**config.mk**
```make
export PLATFORM = sky130hd
export DESIGN_NAME = alarm_trigger
export DESIGN_NICKNAME = d
export VERILOG_FILES = /design/src/rtl/alarm_trigger_pkg.sv /design/src/rtl/alarm_trigger_rise_edge.sv /design/src/rtl/alarm_trigger.sv
export SDC_FILE = /design/constraint.sdc
export NUM_CORES = 1
export LEC_CHECK = 0
export CAP_MARGIN = 20
export CORE_ASPECT_RATIO = 1.1
export CORE_MARGIN = 3
export CORE_UTILIZATION = 30
export DETAILED_ROUTE_END_ITERATION = 16
export GPL_ROUTABILITY_DRIVEN = 0
export MAX_ROUTING_LAYER = met4
export PLACE_DENSITY = 0.59
export SYNTH_ARGS = -nofsm -noshare
export SYNTH_HDL_FRONTEND = slang
export SYNTH_HIERARCHICAL = 1
export SYNTH_SLANG_ARGS = --single-unit
```
**constraint.sdc**
```tcl
create_clock -name uclock -period 2.7 [get_ports uclock]
set_input_delay 0.675 -clock uclock [delete_from_list [all_inputs] [get_ports uclock]]
set_output_delay 0.675 -clock uclock [all_outputs]
set_load 0.005 [all_outputs]
```
**src/rtl/alarm_trigger_pkg.sv**
```systemverilog
// Shared types and constants for the alarm trigger: FSM state encoding,
// wristwatch time field widths and a setting range check.
package alarm_trigger_pkg;

   localparam int unsigned HOUR_W      = 5;
   localparam int unsigned MIN_W       = 6;
   localparam int unsigned SEC_W       = 6;
   localparam int unsigned SEC_PER_MIN = 60;
   localparam int unsigned HOUR_MAX    = 23;
   localparam int unsigned MIN_MAX     = 59;

   typedef enum logic [2:0] {
      ST_DISARMED = 3'd0,
      ST_ARMED    = 3'd1,
      ST_RINGING  = 3'd2,
      ST_SNOOZE   = 3'd3,
      ST_LOCKOUT  = 3'd4
   } state_t;

   // An alarm setting outside the 24h clock face can never be reached.
   function automatic logic setting_valid(input logic [HOUR_W-1:0] hour,
                                          input logic [MIN_W-1:0]  minute);
      return (hour <= HOUR_W'(HOUR_MAX)) && (minute <= MIN_W'(MIN_MAX));
   endfunction

endpackage

```
**src/rtl/alarm_trigger_rise_edge.sv**
```systemverilog
// Single-register rising-edge detector; one-cycle pulse per low-to-high
// transition of a level input.
module alarm_trigger_rise_edge (
   input  logic uclock,
   input  logic reset,
   input  logic din,
   output logic rise
);

   logic prev;

   always_ff @(posedge uclock) begin
      if (reset) begin
         prev <= 1'b0;
      end else begin
         prev <= din;
      end
   end

   assign rise = din & ~prev;

endmodule

```
**src/rtl/alarm_trigger.sv**
```systemverilog
// Alarm trigger: compares wristwatch time with the alarm setting and drives
// the buzzer request, handling snooze, stop and unattended-ring timeout.
module alarm_trigger
   import alarm_trigger_pkg::*;
#(
   parameter int unsigned SNOOZE_MIN       = 5,
   parameter int unsigned RING_TIMEOUT_SEC = 60,
   parameter int unsigned MAX_SNOOZE       = 3
) (
   input  logic              uclock,
   input  logic              reset,
   input  logic              sec_tick,
   input  logic [HOUR_W-1:0] cur_hour,
   input  logic [MIN_W-1:0]  cur_min,
   input  logic [SEC_W-1:0]  cur_sec,
   input  logic [HOUR_W-1:0] alarm_hour,
   input  logic [MIN_W-1:0]  alarm_min,
   input  logic              alarm_en,
   input  logic              snooze_btn,
   input  logic              stop_btn,
   output logic              tobuzzer,
   output logic              snoozing,
   output logic [1:0]        snooze_left
);

   localparam int unsigned SNZ_LIMIT = SNOOZE_MIN * SEC_PER_MIN;
   localparam int unsigned SNZ_W     = $clog2(SNZ_LIMIT + 1);
   localparam int unsigned RING_W    = $clog2(RING_TIMEOUT_SEC + 1);

   localparam logic [SNZ_W-1:0]  SNZ_LAST  = SNZ_W'(SNZ_LIMIT);
   localparam logic [RING_W-1:0] RING_LAST = RING_W'(RING_TIMEOUT_SEC);
   localparam logic [1:0]        SNZ_MAX   = 2'(MAX_SNOOZE);

   state_t            state;
   state_t            state_next;
   logic [SNZ_W-1:0]  snz_cnt;
   logic [RING_W-1:0] ring_cnt;
   logic [SNZ_W-1:0]  snz_inc;
   logic [RING_W-1:0] ring_inc;

   logic snooze_rise;
   logic stop_rise;
   logic same_minute;
   logic alarm_match;
   logic ring_done;
   logic snz_done;

   alarm_trigger_rise_edge u_snooze_edge (
      .uclock (uclock),
      .reset  (reset),
      .din    (snooze_btn),
      .rise   (snooze_rise)
   );

   alarm_trigger_rise_edge u_stop_edge (
      .uclock (uclock),
      .reset  (reset),
      .din    (stop_btn),
      .rise   (stop_rise)
   );

   assign same_minute = (cur_hour == alarm_hour) && (cur_min == alarm_min);
   assign alarm_match = same_minute && (cur_sec == '0) && sec_tick
                        && setting_valid(alarm_hour, alarm_min);

   // Saturating increments; "done" fires on the tick that reaches the limit.
   assign ring_inc  = (ring_cnt == RING_LAST) ? ring_cnt : ring_cnt + RING_W'(1);
   assign snz_inc   = (snz_cnt == SNZ_LAST) ? snz_cnt : snz_cnt + SNZ_W'(1);
   assign ring_done = sec_tick && (ring_inc == RING_LAST);
   assign snz_done  = sec_tick && (snz_inc == SNZ_LAST);

   always_comb begin
      state_next = state;
      case (state)
         ST_DISARMED: begin
            if (alarm_en) state_next = ST_ARMED;
         end
         ST_ARMED: begin
            if (alarm_match) state_next = ST_RINGING;
         end
         ST_RINGING: begin
            if (stop_rise) begin
               state_next = ST_LOCKOUT;
            end else if (snooze_rise && (snooze_left != '0)) begin
               state_next = ST_SNOOZE;
            end else if (ring_done) begin
               state_next = ST_LOCKOUT;
            end
         end
         ST_SNOOZE: begin
            if (stop_rise) begin
               state_next = ST_LOCKOUT;
            end else if (snz_done) begin
               state_next = ST_RINGING;
            end
         end
         ST_LOCKOUT: begin
            if (!same_minute) state_next = ST_ARMED;
         end
         default: state_next = ST_DISARMED;
      endcase
      if (!alarm_en) state_next = ST_DISARMED;
   end

   always_ff @(posedge uclock) begin
      if (reset) begin
         state       <= ST_DISARMED;
         tobuzzer    <= 1'b0;
         snoozing    <= 1'b0;
         snooze_left <= SNZ_MAX;
         ring_cnt    <= '0;
         snz_cnt     <= '0;
      end else begin
         state    <= state_next;
         tobuzzer <= (state_next == ST_RINGING);
         snoozing <= (state_next == ST_SNOOZE);

         if ((state_next == ST_RINGING) && (state != ST_RINGING)) begin
            ring_cnt <= '0;
         end else if ((state == ST_RINGING) && sec_tick) begin
            ring_cnt <= ring_inc;
         end

         if ((state == ST_ARMED) && (state_next == ST_RINGING)) begin
            snooze_left <= SNZ_MAX;
         end else if ((state == ST_RINGING) && (state_next == ST_SNOOZE)) begin
            snooze_left <= snooze_left - 2'd1;
         end

         if ((state == ST_RINGING) && (state_next == ST_SNOOZE)) begin
            snz_cnt <= '0;
         end else if ((state == ST_SNOOZE) && sec_tick) begin
            snz_cnt <= snz_inc;
         end
      end
   end

endmodule
```
==> impl_metrics.ini, run 1 <==
[run_status]
status = finished, final reports clean

[synth]
ys_ff_latch = 24
synth_compound_area_share_pct = 11.0
async_flop_share_pct = 0
synthFlopType = dfxtp_1
synth-xor-area-share_pct = 11.6
syn_nets = 232
synth-edff-count = 0
seq_area_frac_synth_pct = 28.9
synth_cells = 193
syn_area_sq_um = 1660
yosys.area_share.adder_pct = 3.77
synthDistinctLibCells = 50
synth_top_family_by_area = simple AND/OR/NAND/NOR gates
synth_area_per_cell_sq_um = 8.61
yosys.area_share.simple_pct = 34.1
synth_warnings = 6
synthMuxAreaShare_pct = 4.22

[detailed_routing]
first_pass_iters = 4
routed_via_density = 4.82
top_layer_used = met4
wl_met1_mm = 1.60
dr_wl_met3_um = 190
met2_length_mm = 1.66
drtIter0Drc = 69
drtAntennaViolNets = 0
wl_mm = 3.49
vias = 1469
drcViolationCount = 0
wl_per_cell_um = 11.4

[clock_network]
cts_tree = built
htree_num_levels = 1
numCtsBuffers = 3
holdBufCountCts = 0
clk_path_buf_depth = 2
cts_root_buf = clkbuf_8
post_cts.repair.setup_buffers = 0
clock-sinks = 24
clkTransAtPathRegs_ns = 0.08
worstSkewPairLatency_ns = 0.27
cts_resized = 0

[critical_path]
ff2ff_path_depth = 9
cp_cell_sequence = clkdlybuf4s50_1, xor2_1, nor4_1, nand3_1, nand3b_1, o211ai_1, and4b_1, nor3_1
r2r-start = snz_cnt[1]
cpPeakStageDelay_ns = 0.43
cp_max_fo = 6
critPathKind = input port to flop
arrival_ns = 2.56
crit_required_ns = 2.84
cp_top_family = simple AND/OR/NAND/NOR gates
crit_path_end_kind = flop
cp-endpoint = ring_cnt[0]
cp-startpoint = alarm_hour[4]
startpoint_type = input port
reg2reg_setup_slack_ns = 0.29
regToRegEndpoint = ring_cnt[0]
cp_num_buf_inv = 1
slowest_stage = clkdlybuf4s50_1
crit_cells = 8

[timing]
slew_headroom_pct = 74.4
finalCritPeriodShare_pct = 89.6
rsz0062_at_grt = false
finalSetupViolCount = 0
hold_violations = 0
period_needed_ns = 2.42
fin_skew_ns = 0.0134
max_freq_mhz = 413
worst_pin_slew_ns = 0.384
slew_violations = 0

[finish]
stdcell_area_sq_um = 2160
final_util_pct = 41.8
drive_gt1_share_pct = 12.4
layout_common_cells = 37 x clkdlybuf4s50_1, 24 x dfxtp_1, 20 x nor2_1, 15 x xor2_1, 12 x nand2_1
num-fill-cells = 522
final_net_count = 273
num_antenna_cells = 0
layout_commonest_cell = clkdlybuf4s50_1
syn_to_final_growth_pct = 30.0

[floorplanning]
dieArea_sq_um = 6470
die_h_um = 84.1
coreArea_sq_um = 5170
row_count = 27
boundaryPins = 38
die_w_um = 77.0
start_util_pct = 32.1

[power]
ir_drop_v = 0.000145
leakagePower_nw = 0.804
p_per_area_nw_per_um2 = 321

[run]
cap_violations = 0

[global_route]
grt_usage_pct = 11.3
grt-ovfl-total = 0
antenna_found_initial = 0
grt_pass1_wl_mm = 5.92
grt_max_degree = 14
grt_pass1_vias = 1345

[placement]
dp_hpwl_mm = 2.85
port_buffers = 37
post_dp_cell_area_sq_um = 2110

[min_path]
hold_class = flop to flop
whs_path_depth = 2
[per-layer routing]
layer  global-route usage [%]  vias up
li1                         -      766
met1                     14.6      647
met2                     18.1       54
met3                     1.08        2
met4                     4.45        0
met5                        -        -
[through the flow]
stage               power (W)  TNS [ns]  std cells  worst slack (ns)  hold WS [ns]
CTS                  0.000706         0        305             0.254         0.516
detailed placement   0.000457    -0.147        301           -0.0269         0.502
global placement     0.000457   -0.0518        301           -0.0110         0.505
global route         0.000722         0        305            0.0612         0.549
floorplan            0.000396         0        193             0.545         0.494
finish               0.000693         0        305             0.280         0.511
[logic make-up (layout without fill, tap and decap cells)]
group,after synthesis,after routing
adder cells (fa/ha/maj),5,5
flip-flops,24,24
multiplexers,7,7
AND/OR/NAND/NOR,92,92
AO/OA/AOI/OAI,26,26
buffers and inverters,17,57
XOR/XNOR,22,22
[sequential cells by signal, summed over array words and instances (netlist names)]
signal / cells
ring_cnt: 6
snooze_left: 2
tobuzzer: 1
u_snooze_edge/prev: 1
snoozing: 1
snz_cnt: 9
state: 3
u_stop_edge/prev: 1
[tightest hold or removal path, stage by stage (launching register included)]
cell and delay [ns]:
dfxtp_1 0.33, nand2_1 0.06, o211ai_1 0.08
[power breakdown]
part / switching [W] / total, W / internal, W
Sequential: 0.00000299 / 0.000359 / 0.000356
Clock: 0.000115 / 0.000245 / 0.000130
Combinational: 0.0000284 / 0.0000883 / 0.0000599
Total: 0.000147 / 0.000693 / 0.000546
[area by class of cell]
class	instances	area, sq um	area share (%)
Timing Repair Buffer	45	430	19.9
Sequential cell	24	480	22.2
Multi-Input combinational cell	152	1070	49.7
Clock buffer	4	55.1	2.55
Inverter	8	30.0	1.39
Tap cell	72	90.1	4.17
[how the worst min path moves through the flow]
stage | end | from | slack, ns
4_1_cts | snooze_left[1] | snooze_left[1] | 0.52
2_1_floorplan | snooze_left[1] | snooze_left[1] | 0.49
5_1_grt | snooze_left[1] | snooze_left[1] | 0.55
3_3_place_gp | snooze_left[1] | snooze_left[1] | 0.50
6_report | snooze_left[1] | snooze_left[1] | 0.51
3_5_place_dp | snooze_left[1] | snooze_left[1] | 0.50
[Yosys cell counts, drive strengths merged (6+ instances only)]
cell,number,area share [%]
buf,6,3.3
xor2,15,7.9
nand4,7,2.6
inv,8,1.8
dfxtp,24,29
nor2,20,4.5
nand2,12,2.7
a21oi,9,2.9
nor2b,6,4.1
xnor2,7,3.7
nor3,9,2.7
mux2i,7,4.2
nand3,9,3.0
Power figures use the tool's default switching activity.
==> run 2, diff against run 1 <==
--- a/config.mk
+++ b/config.mk
@@ -9,9 +9,9 @@
 export CORE_ASPECT_RATIO = 1.1
 export CORE_MARGIN = 3
-export CORE_UTILIZATION = 30
+export CORE_UTILIZATION = 40
 export DETAILED_ROUTE_END_ITERATION = 16
 export GPL_ROUTABILITY_DRIVEN = 0
 export MAX_ROUTING_LAYER = met4
-export PLACE_DENSITY = 0.59
+export PLACE_DENSITY = 0.76
 export SYNTH_ARGS = -nofsm -noshare
 export SYNTH_HDL_FRONTEND = slang
==> constraint.sdc (replaced) <==
create_clock -name uclock -period 2 [get_ports uclock]
set_input_delay 0.3 -clock uclock [delete_from_list [all_inputs] [get_ports uclock]]
set_output_delay 0.3 -clock uclock [all_outputs]
set_load 0.005 [all_outputs]
==> run 2 against run 1 <==
  * The flow now finishes with violations (negative setup slack)
  * First-iteration DRC count down 33%
  * Global-route usage is 4.9 points higher
  * Non-clock buffer count up 24
  * Critical path depth increased by 1
  * Utilization increased by 21 points
  * Clock power up 15%
  * Hold slack better by 0.0040 ns
  * Power increased by 29%
  * Via count up 5.9%
  * Cell count is 0.33% higher
  * Critical endpoint is now ring_cnt[2]
  * Largest power group unchanged
==> impl_metrics.ini, run 2 (synthesis gave the netlist of run 1 again) <==
[clock_network]
holdBufCountCts = 0
cts_tree = built
clock-sinks = 24
worstSkewPairLatency_ns = 0.26
htree_num_levels = 1
numCtsBuffers = 3
clk_path_buf_depth = 2
clkTransAtPathRegs_ns = 0.08
cts_root_buf = clkbuf_8

[global_route]
grt_pass1_wl_mm = 6.15
antenna_found_initial = 0
grt_max_degree = 13
grt_usage_pct = 16.2
grt-ovfl-total = 0
grt_pass1_vias = 1437

[finish]
syn_to_final_growth_pct = 44.4
layout_commonest_cell = clkdlybuf4s50_1
num_antenna_cells = 0
stdcell_area_sq_um = 2400
num-fill-cells = 327
top_regs = snz_cnt x9, ring_cnt x6, state x3
regMostFlops = snz_cnt
largest_reg_flops = 9
final_net_count = 297
drive_gt1_share_pct = 28.5
layout_common_cells = 37 x clkdlybuf4s50_1, 32 x buf_4, 20 x nor2_1, 19 x dfxtp_1, 15 x xor2_1

[timing]
max_freq_mhz = 497
slew_violations = 0
finalCritPeriodShare_pct = 101
worst_pin_slew_ns = 0.426
period_needed_ns = 2.01
rsz0062_at_grt = true
finalSetupViolCount = 4
finalWorstSetupSlack_ns = -0.0102
fin_skew_ns = 0.000558
hold_violations = 0
slew_headroom_pct = 71.5

[power]
leakagePower_nw = 0.924
p_per_area_nw_per_um2 = 372
finalPower_w = 0.000893
ir_drop_v = 0.000426

[detailed_routing]
first_pass_iters = 4
routed_via_density = 5.08
wl_mm = 3.82
wl_per_cell_um = 12.5
drtIter0Drc = 46
drtAntennaViolNets = 0
drcViolationCount = 0
vias = 1556

[floorplanning]
die_w_um = 67.5
die_h_um = 73.6
dieArea_sq_um = 4960
row_count = 23
boundaryPins = 38
start_util_pct = 43.4
coreArea_sq_um = 3830

[run_status]
status = complete, but fails checks
violations = negative setup slack

[min_path]
hold_class = flop to flop

[critical_path]
crit_path_end_kind = flop
arrival_ns = 2.20
crit_required_ns = 2.19
startpoint_type = flop
cp_max_fo = 6
critPathKind = flop to flop

[run]
cap_violations = 0

[placement]
port_buffers = 37
post_dp_cell_area_sq_um = 2270
dp_hpwl_mm = 3.04
run 2: cell count changes in the layout (fill, tap and decap cells not counted), sizes merged:
cell    change
clkbuf      -1
buf        +24
run 2: critical path, cell delays in order (launching register included):
cell,delay (ns)
dfxtp_2,0.37
inv_2,0.05
ha_4,0.14
and4b_1,0.17
and4_4,0.17
a31o_4,0.21
o221ai_2,0.20
a21oi_2,0.09
and4b_2,0.31
nor4_4,0.24
run 2: routing by layer:
metal	vias up	GRT usage, %	share of wire (%)
li1	818	-	-
met1	712	20.3	48
met2	24	27.4	50
met3	2	1.99	2.3
met4	0	4.05	0.44
met5	-	-	0
run 2: timing repair:
action	CTS	global route
endpoints found under the setup margin	8	17
pin swaps	7	9
endpoints found under the hold margin	0	0
setup buffers	0	1
resized for setup	11	8
run 2: final cells by class:
| type | count | area, sq um | area share, % |
|---|---|---|---|
| repair buffers | 69 | 611 | 25.4 |
| well taps | 50 | 62.6 | 2.61 |
| flip-flops and latches | 24 | 492 | 20.5 |
| inverters | 8 | 30.0 | 1.25 |
| multi-input cells | 152 | 1160 | 48.5 |
| clock buffers | 3 | 41.3 | 1.72 |
run 2: final timing paths:
path / startpoint / endpoint / slack, ns / cells past startpoint
worst min-delay path: snooze_left[1] / snooze_left[1] / 0.51 / 2
worst min register to register: snooze_left[1] / snooze_left[1] / 0.51 / 2
worst max-delay path: snz_cnt[0] / ring_cnt[2] / -0.01 / 9
worst max register to register: snz_cnt[0] / ring_cnt[2] / -0.01 / 9
run 2: stage by stage:
stage	cells	utilization [%]	hold slack [ns]	setup WS (ns)	TNS (ns)
final	306	62.7	0.515	-0.0102	-0.0178
after global routing	306	62.7	0.539	-0.108	-0.760
after CTS	305	61.4	0.523	-0.0252	-0.0252
after detailed placement	302	59.4	0.493	-0.305	-2.38
after global placement	302	59.4	0.487	-0.270	-2.05
after floorplan	193	-	0.364	-0.0154	-0.0894
run 2: power by group:
part,leakage [nW],total [W],switching [W],internal [W]
Sequential,0.197,0.000480,0.00000221,0.000478
Clock,0.0216,0.000282,0.000147,0.000135
Combinational,0.706,0.000132,0.0000455,0.0000860
Total,0.924,0.000893,0.000195,0.000698
==> run 3, diff against run 2 <==
MAX_ROUTING_LAYER = unset   (was met4)
==> results of run 3 <==
No change in the layout: final DEF, timing and power equal those of run 2.
Among the figures that moved: overall routing resource usage 16.2% -> 15.7%
